**config.mk**
```make
export PLATFORM = sky130hd
export DESIGN_NAME = ccr_ctrl
export DESIGN_NICKNAME = d
export VERILOG_FILES = /design/src/rtl/ccr_ctrl_pkg.sv /design/src/rtl/ccr_ctrl_stack.sv /design/src/rtl/ccr_ctrl.sv
export SDC_FILE = /design/constraint.sdc
export NUM_CORES = 1
export LEC_CHECK = 0
export CAP_MARGIN = 15
export CORE_ASPECT_RATIO = 0.8
export CORE_MARGIN = 2
export CORE_UTILIZATION = 45
export CTS_CLUSTER_DIAMETER = 50
export DETAILED_ROUTE_END_ITERATION = 8
export GPL_ROUTABILITY_DRIVEN = 0
export GPL_TIMING_DRIVEN = 0
export HOLD_SLACK_MARGIN = 0.02
export PLACE_DENSITY = 0.81
export SYNTH_ARGS = -nofsm -noshare
export SYNTH_HDL_FRONTEND = slang
export SYNTH_HIERARCHICAL = 1
export SYNTH_SLANG_ARGS = --single-unit
```
**constraint.sdc**
```tcl
create_clock -name clk -period 3.9 [get_ports clk]
set_clock_uncertainty 0.2 [all_clocks]
set_input_delay 0.78 -clock clk [delete_from_list [all_inputs] [get_ports clk]]
set_output_delay 0.78 -clock clk [all_outputs]
set_load 0.01 [all_outputs]
```
**src/rtl/ccr_ctrl_pkg.sv**
```systemverilog
// ---------------------------------------------------------------------------
// ccr_ctrl_pkg
// Shared definitions for the condition-code register controller:
//   - ALU operation codes seen in the EX stage
//   - bit positions of the {C,N,Z} flags inside a 3-bit flag vector
//   - condition codes of a taken jump
// ---------------------------------------------------------------------------
package ccr_ctrl_pkg;

    // ALU operation codes
    localparam logic [3:0] OP_ZERO = 4'b0000;
    localparam logic [3:0] OP_SETC = 4'b0001;
    localparam logic [3:0] OP_CLRC = 4'b0010;
    localparam logic [3:0] OP_NOP  = 4'b0011;
    localparam logic [3:0] OP_NOT  = 4'b0100;
    localparam logic [3:0] OP_INC  = 4'b0101;
    localparam logic [3:0] OP_DEC  = 4'b0110;
    localparam logic [3:0] OP_MOV  = 4'b0111;
    localparam logic [3:0] OP_ADD  = 4'b1000;
    localparam logic [3:0] OP_SUB  = 4'b1001;
    localparam logic [3:0] OP_AND  = 4'b1010;
    localparam logic [3:0] OP_OR   = 4'b1011;
    localparam logic [3:0] OP_SHL  = 4'b1100;
    localparam logic [3:0] OP_SHR  = 4'b1101;
    localparam logic [3:0] OP_IN   = 4'b1110;
    localparam logic [3:0] OP_OUT  = 4'b1111;

    // Flag bit indices within {C,N,Z}
    localparam int FLG_Z = 0;
    localparam int FLG_N = 1;
    localparam int FLG_C = 2;

    // Kind of taken jump
    typedef enum logic [1:0] {
        JC_JMP = 2'b00,
        JC_JZ  = 2'b01,
        JC_JN  = 2'b10,
        JC_JC  = 2'b11
    } jmp_cond_e;

endpackage : ccr_ctrl_pkg

```
**src/rtl/ccr_ctrl_stack.sv**
```systemverilog
// ---------------------------------------------------------------------------
// ccr_stack
// DEPTH x 3-bit LIFO holding saved condition codes across nested interrupts.
// Ports:
//   clk, rst_n  : clock, asynchronous active-low reset (clears the count only)
//   i_push      : push i_din (ignored when full)
//   i_pop       : pop the top entry (ignored when empty); wins over i_push
//   i_din       : data to push
//   o_top       : current top entry (meaningless when empty)
//   o_full      : DEPTH entries held
//   o_empty     : no entries held
// ---------------------------------------------------------------------------
module ccr_stack
    import ccr_ctrl_pkg::*;
#(
    parameter int DEPTH = 4
) (
    input  logic       clk,
    input  logic       rst_n,
    input  logic       i_push,
    input  logic       i_pop,
    input  logic [2:0] i_din,
    output logic [2:0] o_top,
    output logic       o_full,
    output logic       o_empty
);

    localparam int CW = $clog2(DEPTH + 1);
    localparam int IW = (DEPTH > 1) ? $clog2(DEPTH) : 1;
    localparam logic [CW-1:0] FULL_CNT = CW'(DEPTH);

    logic [2:0]    r_mem [DEPTH];
    logic [CW-1:0] r_count;
    logic [CW-1:0] w_top_idx;
    logic          w_do_push;
    logic          w_do_pop;

    assign o_full    = (r_count == FULL_CNT);
    assign o_empty   = (r_count == CW'(0));
    assign w_do_pop  = i_pop && !o_empty;
    assign w_do_push = i_push && !o_full && !w_do_pop;
    assign w_top_idx = r_count - CW'(1);
    assign o_top     = r_mem[w_top_idx[IW-1:0]];

    // Entry count; contents need no reset because the count gates every read.
    always_ff @(posedge clk or negedge rst_n) begin
        if (!rst_n) begin
            r_count <= CW'(0);
        end else if (w_do_pop) begin
            r_count <= r_count - CW'(1);
        end else if (w_do_push) begin
            r_count <= r_count + CW'(1);
        end else begin
            r_count <= r_count;
        end
    end

    // Storage write at the first free slot.
    always_ff @(posedge clk) begin
        if (w_do_push) begin
            r_mem[r_count[IW-1:0]] <= i_din;
        end
    end

endmodule : ccr_stack

```
**src/rtl/ccr_ctrl.sv**
```systemverilog
// ---------------------------------------------------------------------------
// ccr_ctrl
// Condition-code register controller. Owns the architectural {C,N,Z} flags,
// commits ALU flags per EX opcode, clears the flag consumed by a taken
// conditional jump, and saves/restores flags on interrupt entry / RTI.
// Optional feature macro: CCR_FWD_EN (adds ccr_fwd, the next-edge ccr value).
// Ports:
//   clk, rst_n   : clock, asynchronous active-low reset
//   ex_valid     : EX holds a real instruction
//   alu_op       : EX opcode
//   alu_flags    : ALU flags {C,N,Z}
//   jmp_taken    : taken jump this cycle
//   jmp_cond     : 00 JMP, 01 JZ, 10 JN, 11 JC
//   int_save     : push flags (interrupt entry)
//   rti_restore  : pop flags (RTI)
//   ccr_fwd      : (CCR_FWD_EN only) value ccr takes at the next edge
//   ccr          : registered flags {C,N,Z}
//   stack_empty  : no saved entries
//   stack_full   : DEPTH saved entries
//   ovf_err      : sticky stack misuse error
// ---------------------------------------------------------------------------
module ccr_ctrl
    import ccr_ctrl_pkg::*;
#(
    parameter int DEPTH = 4
) (
    input  logic       clk,
    input  logic       rst_n,
    input  logic       ex_valid,
    input  logic [3:0] alu_op,
    input  logic [2:0] alu_flags,
    input  logic       jmp_taken,
    input  logic [1:0] jmp_cond,
    input  logic       int_save,
    input  logic       rti_restore,
`ifdef CCR_FWD_EN
    output logic [2:0] ccr_fwd,
`else
`endif
    output logic [2:0] ccr,
    output logic       stack_empty,
    output logic       stack_full,
    output logic       ovf_err
);

    logic [2:0] r_ccr;
    logic       r_ovf_err;
    logic [2:0] w_ex;
    logic [2:0] w_upd;
    logic [2:0] w_next;
    logic [2:0] w_top;
    logic       w_full;
    logic       w_empty;
    logic       w_push;
    logic       w_pop;
    logic       w_err;

    // EX-stage flag commit selected by opcode.
    always_comb begin
        w_ex = r_ccr;
        if (ex_valid) begin
            case (alu_op)
                OP_SETC: w_ex[FLG_C] = 1'b1;
                OP_CLRC: w_ex[FLG_C] = 1'b0;
                OP_NOT, OP_DEC, OP_SUB, OP_AND, OP_OR: begin
                    w_ex[FLG_N] = alu_flags[FLG_N];
                    w_ex[FLG_Z] = alu_flags[FLG_Z];
                end
                OP_INC, OP_ADD, OP_SHL, OP_SHR: w_ex = alu_flags;
                default: w_ex = r_ccr;
            endcase
        end else begin
            w_ex = r_ccr;
        end
    end

    // Taken conditional jump consumes (clears) its flag after the EX commit.
    always_comb begin
        w_upd = w_ex;
        if (jmp_taken) begin
            case (jmp_cond)
                JC_JZ:   w_upd[FLG_Z] = 1'b0;
                JC_JN:   w_upd[FLG_N] = 1'b0;
                JC_JC:   w_upd[FLG_C] = 1'b0;
                default: w_upd = w_ex;
            endcase
        end else begin
            w_upd = w_ex;
        end
    end

    // Restore takes priority over save; a simultaneous request is an error.
    assign w_pop  = rti_restore && !w_empty;
    assign w_push = int_save && !rti_restore && !w_full;
    assign w_err  = (int_save && rti_restore) ||
                    (int_save && w_full) ||
                    (rti_restore && w_empty);
    assign w_next = w_pop ? w_top : w_upd;

    ccr_stack #(
        .DEPTH (DEPTH)
    ) u_stack (
        .clk     (clk),
        .rst_n   (rst_n),
        .i_push  (w_push),
        .i_pop   (w_pop),
        .i_din   (w_upd),
        .o_top   (w_top),
        .o_full  (w_full),
        .o_empty (w_empty)
    );

    // Architectural flag register and sticky error flag.
    always_ff @(posedge clk or negedge rst_n) begin
        if (!rst_n) begin
            r_ccr     <= 3'b000;
            r_ovf_err <= 1'b0;
        end else begin
            r_ccr     <= w_next;
            r_ovf_err <= r_ovf_err | w_err;
        end
    end

    assign ccr         = r_ccr;
    assign ovf_err     = r_ovf_err;
    assign stack_full  = w_full;
    assign stack_empty = w_empty;

`ifdef CCR_FWD_EN
    assign ccr_fwd = w_next;
`else
    // Without forwarding, consumers see only the registered ccr.
`endif

endmodule : ccr_ctrl

```
==> impl_metrics.prom, run 1 <==
# TYPE chip_impl_metric gauge
chip_impl_metric{name="cts_buf_count",unit=""} 3
chip_impl_metric{name="ant_nets",unit=""} 0
chip_impl_metric{name="holdPathStages",unit=""} 1
chip_impl_metric{name="mean_area_per_synthesized_cell",unit="sq um"} 11.4
chip_impl_info{name="yosysTopAreaCell",value="sky130_fd_sc_hd__edfxtp_1"} 1
chip_impl_metric{name="drive_gt1_share",unit="%"} 9.40
chip_impl_metric{name="n_antenna_cell",unit=""} 0
chip_impl_info{name="worst-setup-path-type",value="reg -> out"} 1
chip_impl_metric{name="rrSetupSlack",unit="ns"} 1.17
chip_impl_metric{name="clock_insertion_delay_worst_skew",unit="ns"} 0.30
chip_impl_info{name="crit_path_top_cell_by_count",value="sky130_fd_sc_hd__inv_1"} 1
chip_impl_metric{name="register_area_share_after_synthesis",unit="%"} 50.6
chip_impl_info{name="status",value="finished clean"} 1
chip_impl_metric{name="vdd_ir_drop_max",unit="mV"} 0.351
chip_impl_metric{name="leakage",unit="nW"} 0.525
chip_impl_metric{name="hold_viol_final",unit=""} 0
chip_impl_metric{name="critical_path_arrival",unit="ns"} 2.09
chip_impl_info{name="crit_path_start",value="u_stack/r_count[0]$_DFFE_PN0P_"} 1
chip_impl_metric{name="nets",unit=""} 138
chip_impl_metric{name="core-area",unit="sq um"} 2200
chip_impl_metric{name="drc",unit=""} 0
chip_impl_metric{name="p_int",unit="mW"} 0.502
chip_impl_metric{name="dp_slack",unit="ns"} 1.11
chip_impl_metric{name="fmax",unit="GHz"} 0.326
chip_impl_metric{name="synthesis.nets",unit=""} 113
chip_impl_metric{name="crit_path_max_fanout",unit=""} 6
chip_impl_info{name="chain_of_cells_forming_the_critical_path",value="inv_1 > ha_1 > nand2b_1 > inv_1 > clkdlybuf4s50_1"} 1
chip_impl_metric{name="cts.sink_count",unit=""} 19
chip_impl_metric{name="asr_flop_ratio_synth",unit="%"} 36.8
chip_impl_metric{name="track_usage",unit="%"} 18.4
chip_impl_info{name="critPathCapture",value="stack_empty"} 1
chip_impl_info{name="synth.cells.most_frequent",value="sky130_fd_sc_hd__edfxtp_1 (12), sky130_fd_sc_hd__nor2_1 (9), sky130_fd_sc_hd__a21oi_1 (7), sky130_fd_sc_hd__dfrtp_1 (7), sky130_fd_sc_hd__nand2_1 (6)"} 1
chip_impl_info{name="r2r_end",value="u_stack/r_mem[1][0]$_DFFE_PP_"} 1
chip_impl_info{name="synth_top_flop_cell",value="sky130_fd_sc_hd__edfxtp_1"} 1
chip_impl_metric{name="grt-ovfl-total",unit=""} 0
chip_impl_metric{name="fin_crit_sh",unit="%"} 78.7
chip_impl_metric{name="number_of_enable_flip_flop_cells_after_synthesis",unit=""} 12
chip_impl_metric{name="cts.repair.resized",unit=""} 0
chip_impl_metric{name="final.setup.worst_slack",unit="ns"} 0.832
chip_impl_metric{name="first_global_vias",unit=""} 761
chip_impl_metric{name="slowest_stage_delay_on_critical_path",unit="ns"} 0.56
chip_impl_metric{name="critPathRequiredTime",unit="ns"} 2.92
chip_impl_metric{name="net_switching_fraction_of_the_power",unit="%"} 37.1
chip_impl_metric{name="initial_utilization",unit="%"} 48.2
chip_impl_metric{name="die_width",unit="um"} 58.2
chip_impl_info{name="rsz_0062_raised_after_global_routing",value="no"} 1
chip_impl_metric{name="netlist_area",unit="sq um"} 1060
chip_impl_metric{name="synth_seq_cells",unit=""} 19
chip_impl_metric{name="synth_cells",unit=""} 93
chip_impl_metric{name="deepest_level_of_the_cts_h_tree",unit=""} 1
chip_impl_metric{name="synth_cell_type_count",unit=""} 38
chip_impl_metric{name="area_growth_syn_to_layout",unit="%"} 24.3
chip_impl_metric{name="route.vias.total",unit=""} 803
chip_impl_info{name="synth_area_leaders",value="sky130_fd_sc_hd__edfxtp_1 (34%), sky130_fd_sc_hd__dfrtp_1 (17%), sky130_fd_sc_hd__mux4_2 (6.4%)"} 1
chip_impl_metric{name="detail_route.wirelength",unit="um"} 2190
chip_impl_metric{name="power_per_standard_cell_area",unit="nW/um^2"} 607
chip_impl_metric{name="vias_per_cell",unit=""} 5.65
chip_impl_metric{name="antenna_found_initial",unit=""} 0
chip_impl_metric{name="power.switching",unit="mW"} 0.296
chip_impl_metric{name="fill_cells",unit=""} 196
chip_impl_metric{name="timing.max_cap.violations",unit=""} 0
chip_impl_metric{name="die_height",unit="um"} 47.4
chip_impl_metric{name="fp.dieArea",unit="sq um"} 2760
chip_impl_metric{name="timing_max_transition_violations_final",unit=""} 0
chip_impl_metric{name="sequential_fraction_of_design_power",unit="%"} 39.4
chip_impl_metric{name="port_buffers",unit=""} 20
chip_impl_info{name="cts_root_buf",value="sky130_fd_sc_hd__clkbuf_4"} 1
chip_impl_metric{name="clock_period_minus_final_worst_setup_slack",unit="ns"} 3.07
chip_impl_metric{name="wire_length_per_cell_after_detailed_routing",unit="um"} 15.4
chip_impl_metric{name="grt_pass1_wl",unit="um"} 3550
chip_impl_metric{name="r2r_cells",unit=""} 10
chip_impl_info{name="cts_tree",value="done"} 1
chip_impl_metric{name="worst_pin_slew",unit="ns"} 0.348
chip_impl_metric{name="grt_max_degree",unit=""} 11
chip_impl_metric{name="dr.pass1.iters",unit=""} 4
chip_impl_metric{name="setup_viol",unit=""} 0
chip_impl_metric{name="cts_setup_buffers",unit=""} 0
chip_impl_metric{name="placement_rows",unit=""} 15
chip_impl_metric{name="boundaryPins",unit=""} 21
chip_impl_info{name="worstHoldPathType",value="reg -> reg"} 1
chip_impl_info{name="setup.worst_path.start_class",value="flip-flop"} 1
chip_impl_metric{name="pwr-share-clk",unit="%"} 12.2
chip_impl_metric{name="post-dp-hpwl",unit="um"} 1680
chip_impl_metric{name="power.share.combinational",unit="%"} 48.4
chip_impl_metric{name="cts_hold_buffers",unit=""} 0
chip_impl_metric{name="max-slew-margin-rel",unit="%"} 76.8
chip_impl_metric{name="dr.first_iter.drc_count",unit=""} 74
chip_impl_metric{name="worst_setup_hold_path_clk_slew",unit="ns"} 0.11
chip_impl_metric{name="synthDominantCellAreaShare",unit="%"} 34.0
chip_impl_metric{name="yosys_synthesis_warning_count",unit=""} 6
chip_impl_metric{name="setup-tns-final",unit="ns"} 0
chip_impl_info{name="crit-reg2reg-launch",value="u_stack/r_count[0]$_DFFE_PN0P_"} 1
chip_impl_info{name="setup.worst_path.end_class",value="primary output"} 1
chip_impl_info{name="yosysMostFrequentCell",value="sky130_fd_sc_hd__edfxtp_1"} 1
chip_impl_info{name="timing.critical_path.slowest_stage_cell",value="sky130_fd_sc_hd__clkdlybuf4s50_1"} 1
chip_impl_metric{name="clk_path_buf_depth",unit=""} 2
-- worst max-delay path, delay by kind of cell, from the launching register on --
family / cells / cell delay [ns]
buf+inv: 3 / 0.90
flops: 1 / 0.50
simple gates: 1 / 0.12
fa+ha+maj: 1 / 0.27
-- sequential cells by signal, summed over array words and instances (netlist names) --
name,cells
u_stack/r_mem,12
ccr,3
u_stack/r_count,3
ovf_err,1
-- routing by layer --
metal | GRT usage [%] | share of wire, % | vias up
li1 | - | - | 390
met1 | 24.2 | 48 | 384
met2 | 28.2 | 44 | 25
met3 | 5.79 | 7.1 | 4
met4 | 9.30 | 1.5 | 0
met5 | 0 | 0 | -
-- kinds of logic (layout without fill, tap and decap cells) --
kind of cell | count (synthesis) | count (layout) | synth area share [%]
AO/OA/AOI/OAI | 22 | 22 | 13.5
XOR/XNOR | 1 | 1 | 0.828
adder cells (fa/ha/maj) | 5 | 5 | 5.91
buffers and inverters | 8 | 32 | 3.66
flip-flops | 19 | 19 | 50.6
multiplexers | 6 | 6 | 9.22
AND/OR/NAND/NOR | 32 | 32 | 16.3
-- cells in the final DEF (no fill, tap or decap), types with 2 or more instances in the layout --
cell type                         count
sky130_fd_sc_hd__clkdlybuf4s50_1     20
sky130_fd_sc_hd__edfxtp_1            12
sky130_fd_sc_hd__nor2_1               9
sky130_fd_sc_hd__a21oi_1              7
sky130_fd_sc_hd__dfrtp_1              7
sky130_fd_sc_hd__nand2_1              6
sky130_fd_sc_hd__ha_1                 5
sky130_fd_sc_hd__inv_1                4
sky130_fd_sc_hd__o21ai_0              3
sky130_fd_sc_hd__mux2i_1              3
sky130_fd_sc_hd__clkbuf_4             3
sky130_fd_sc_hd__mux4_2               3
sky130_fd_sc_hd__and3_1               3
sky130_fd_sc_hd__nor2b_1              2
sky130_fd_sc_hd__clkbuf_1             2
sky130_fd_sc_hd__o31ai_1              2
sky130_fd_sc_hd__nand3b_1             2
sky130_fd_sc_hd__nand2b_1             2
-- metrics by stage --
| stage | cell area (sq um) | hold slack, ns | instances | util [%] | total power [mW] |
|---|---|---|---|---|---|
| CTS | 1320 | 0.299 | 142 | 59.9 | 0.802 |
| detailed placement | 1290 | 0.270 | 138 | 58.7 | 0.703 |
| finish | 1320 | 0.291 | 142 | 59.9 | 0.798 |
| global placement | 1290 | 0.267 | 138 | 58.7 | 0.682 |
| floorplan | 1060 | 0.284 | 93 | - | 0.567 |
| global route | 1320 | 0.314 | 142 | 59.9 | 0.864 |
-- power groups by stage --
stage / Clock, mW / Combinational [mW] / Sequential [mW]
floorplan: 0 / 0.252 / 0.315
global placement: 0 / 0.367 / 0.315
detailed placement: 0 / 0.383 / 0.320
CTS: 0.101 / 0.386 / 0.315
global route: 0.109 / 0.432 / 0.323
finish: 0.0974 / 0.387 / 0.314
-- worst min-delay path by stage --
stage,start,endpoint
floorplan,rst_n,ccr[0]$_DFF_PN0_
global placement,ovf_err$_DFF_PN0_,ovf_err$_DFF_PN0_
detailed placement,ovf_err$_DFF_PN0_,ovf_err$_DFF_PN0_
CTS,ovf_err$_DFF_PN0_,ovf_err$_DFF_PN0_
global route,ovf_err$_DFF_PN0_,ovf_err$_DFF_PN0_
finish,ovf_err$_DFF_PN0_,ovf_err$_DFF_PN0_
-- layout make-up --
cell class,count,area (sq um),share of cell area (%)
buffer,3,20.0,1.52
clock buffer,4,26.3,2.00
inverter,5,18.8,1.43
multi-input combinational,66,484,36.8
sequential,19,536,40.7
tap,25,31.3,2.38
timing repair buffer,20,200,15.2
Note: power is estimated with default switching activity, not from simulation.
==> run 2: changes to the inputs <==
clock period = 3.1 ns   (was 3.9 ns; I/O delays follow)
==> results of run 2 <==
The final DEF is identical to that of run 1. Status: finished clean.
Among the figures that moved: setup slack after placement 1.11 ns -> 0.418 ns; setup slack after layout 0.832 ns -> 0.192 ns; register-to-register setup slack 1.17 ns -> 0.37 ns; total power 0.798 mW -> 1.00 mW; worst IR drop on VDD 0.351 mV -> 0.442 mV
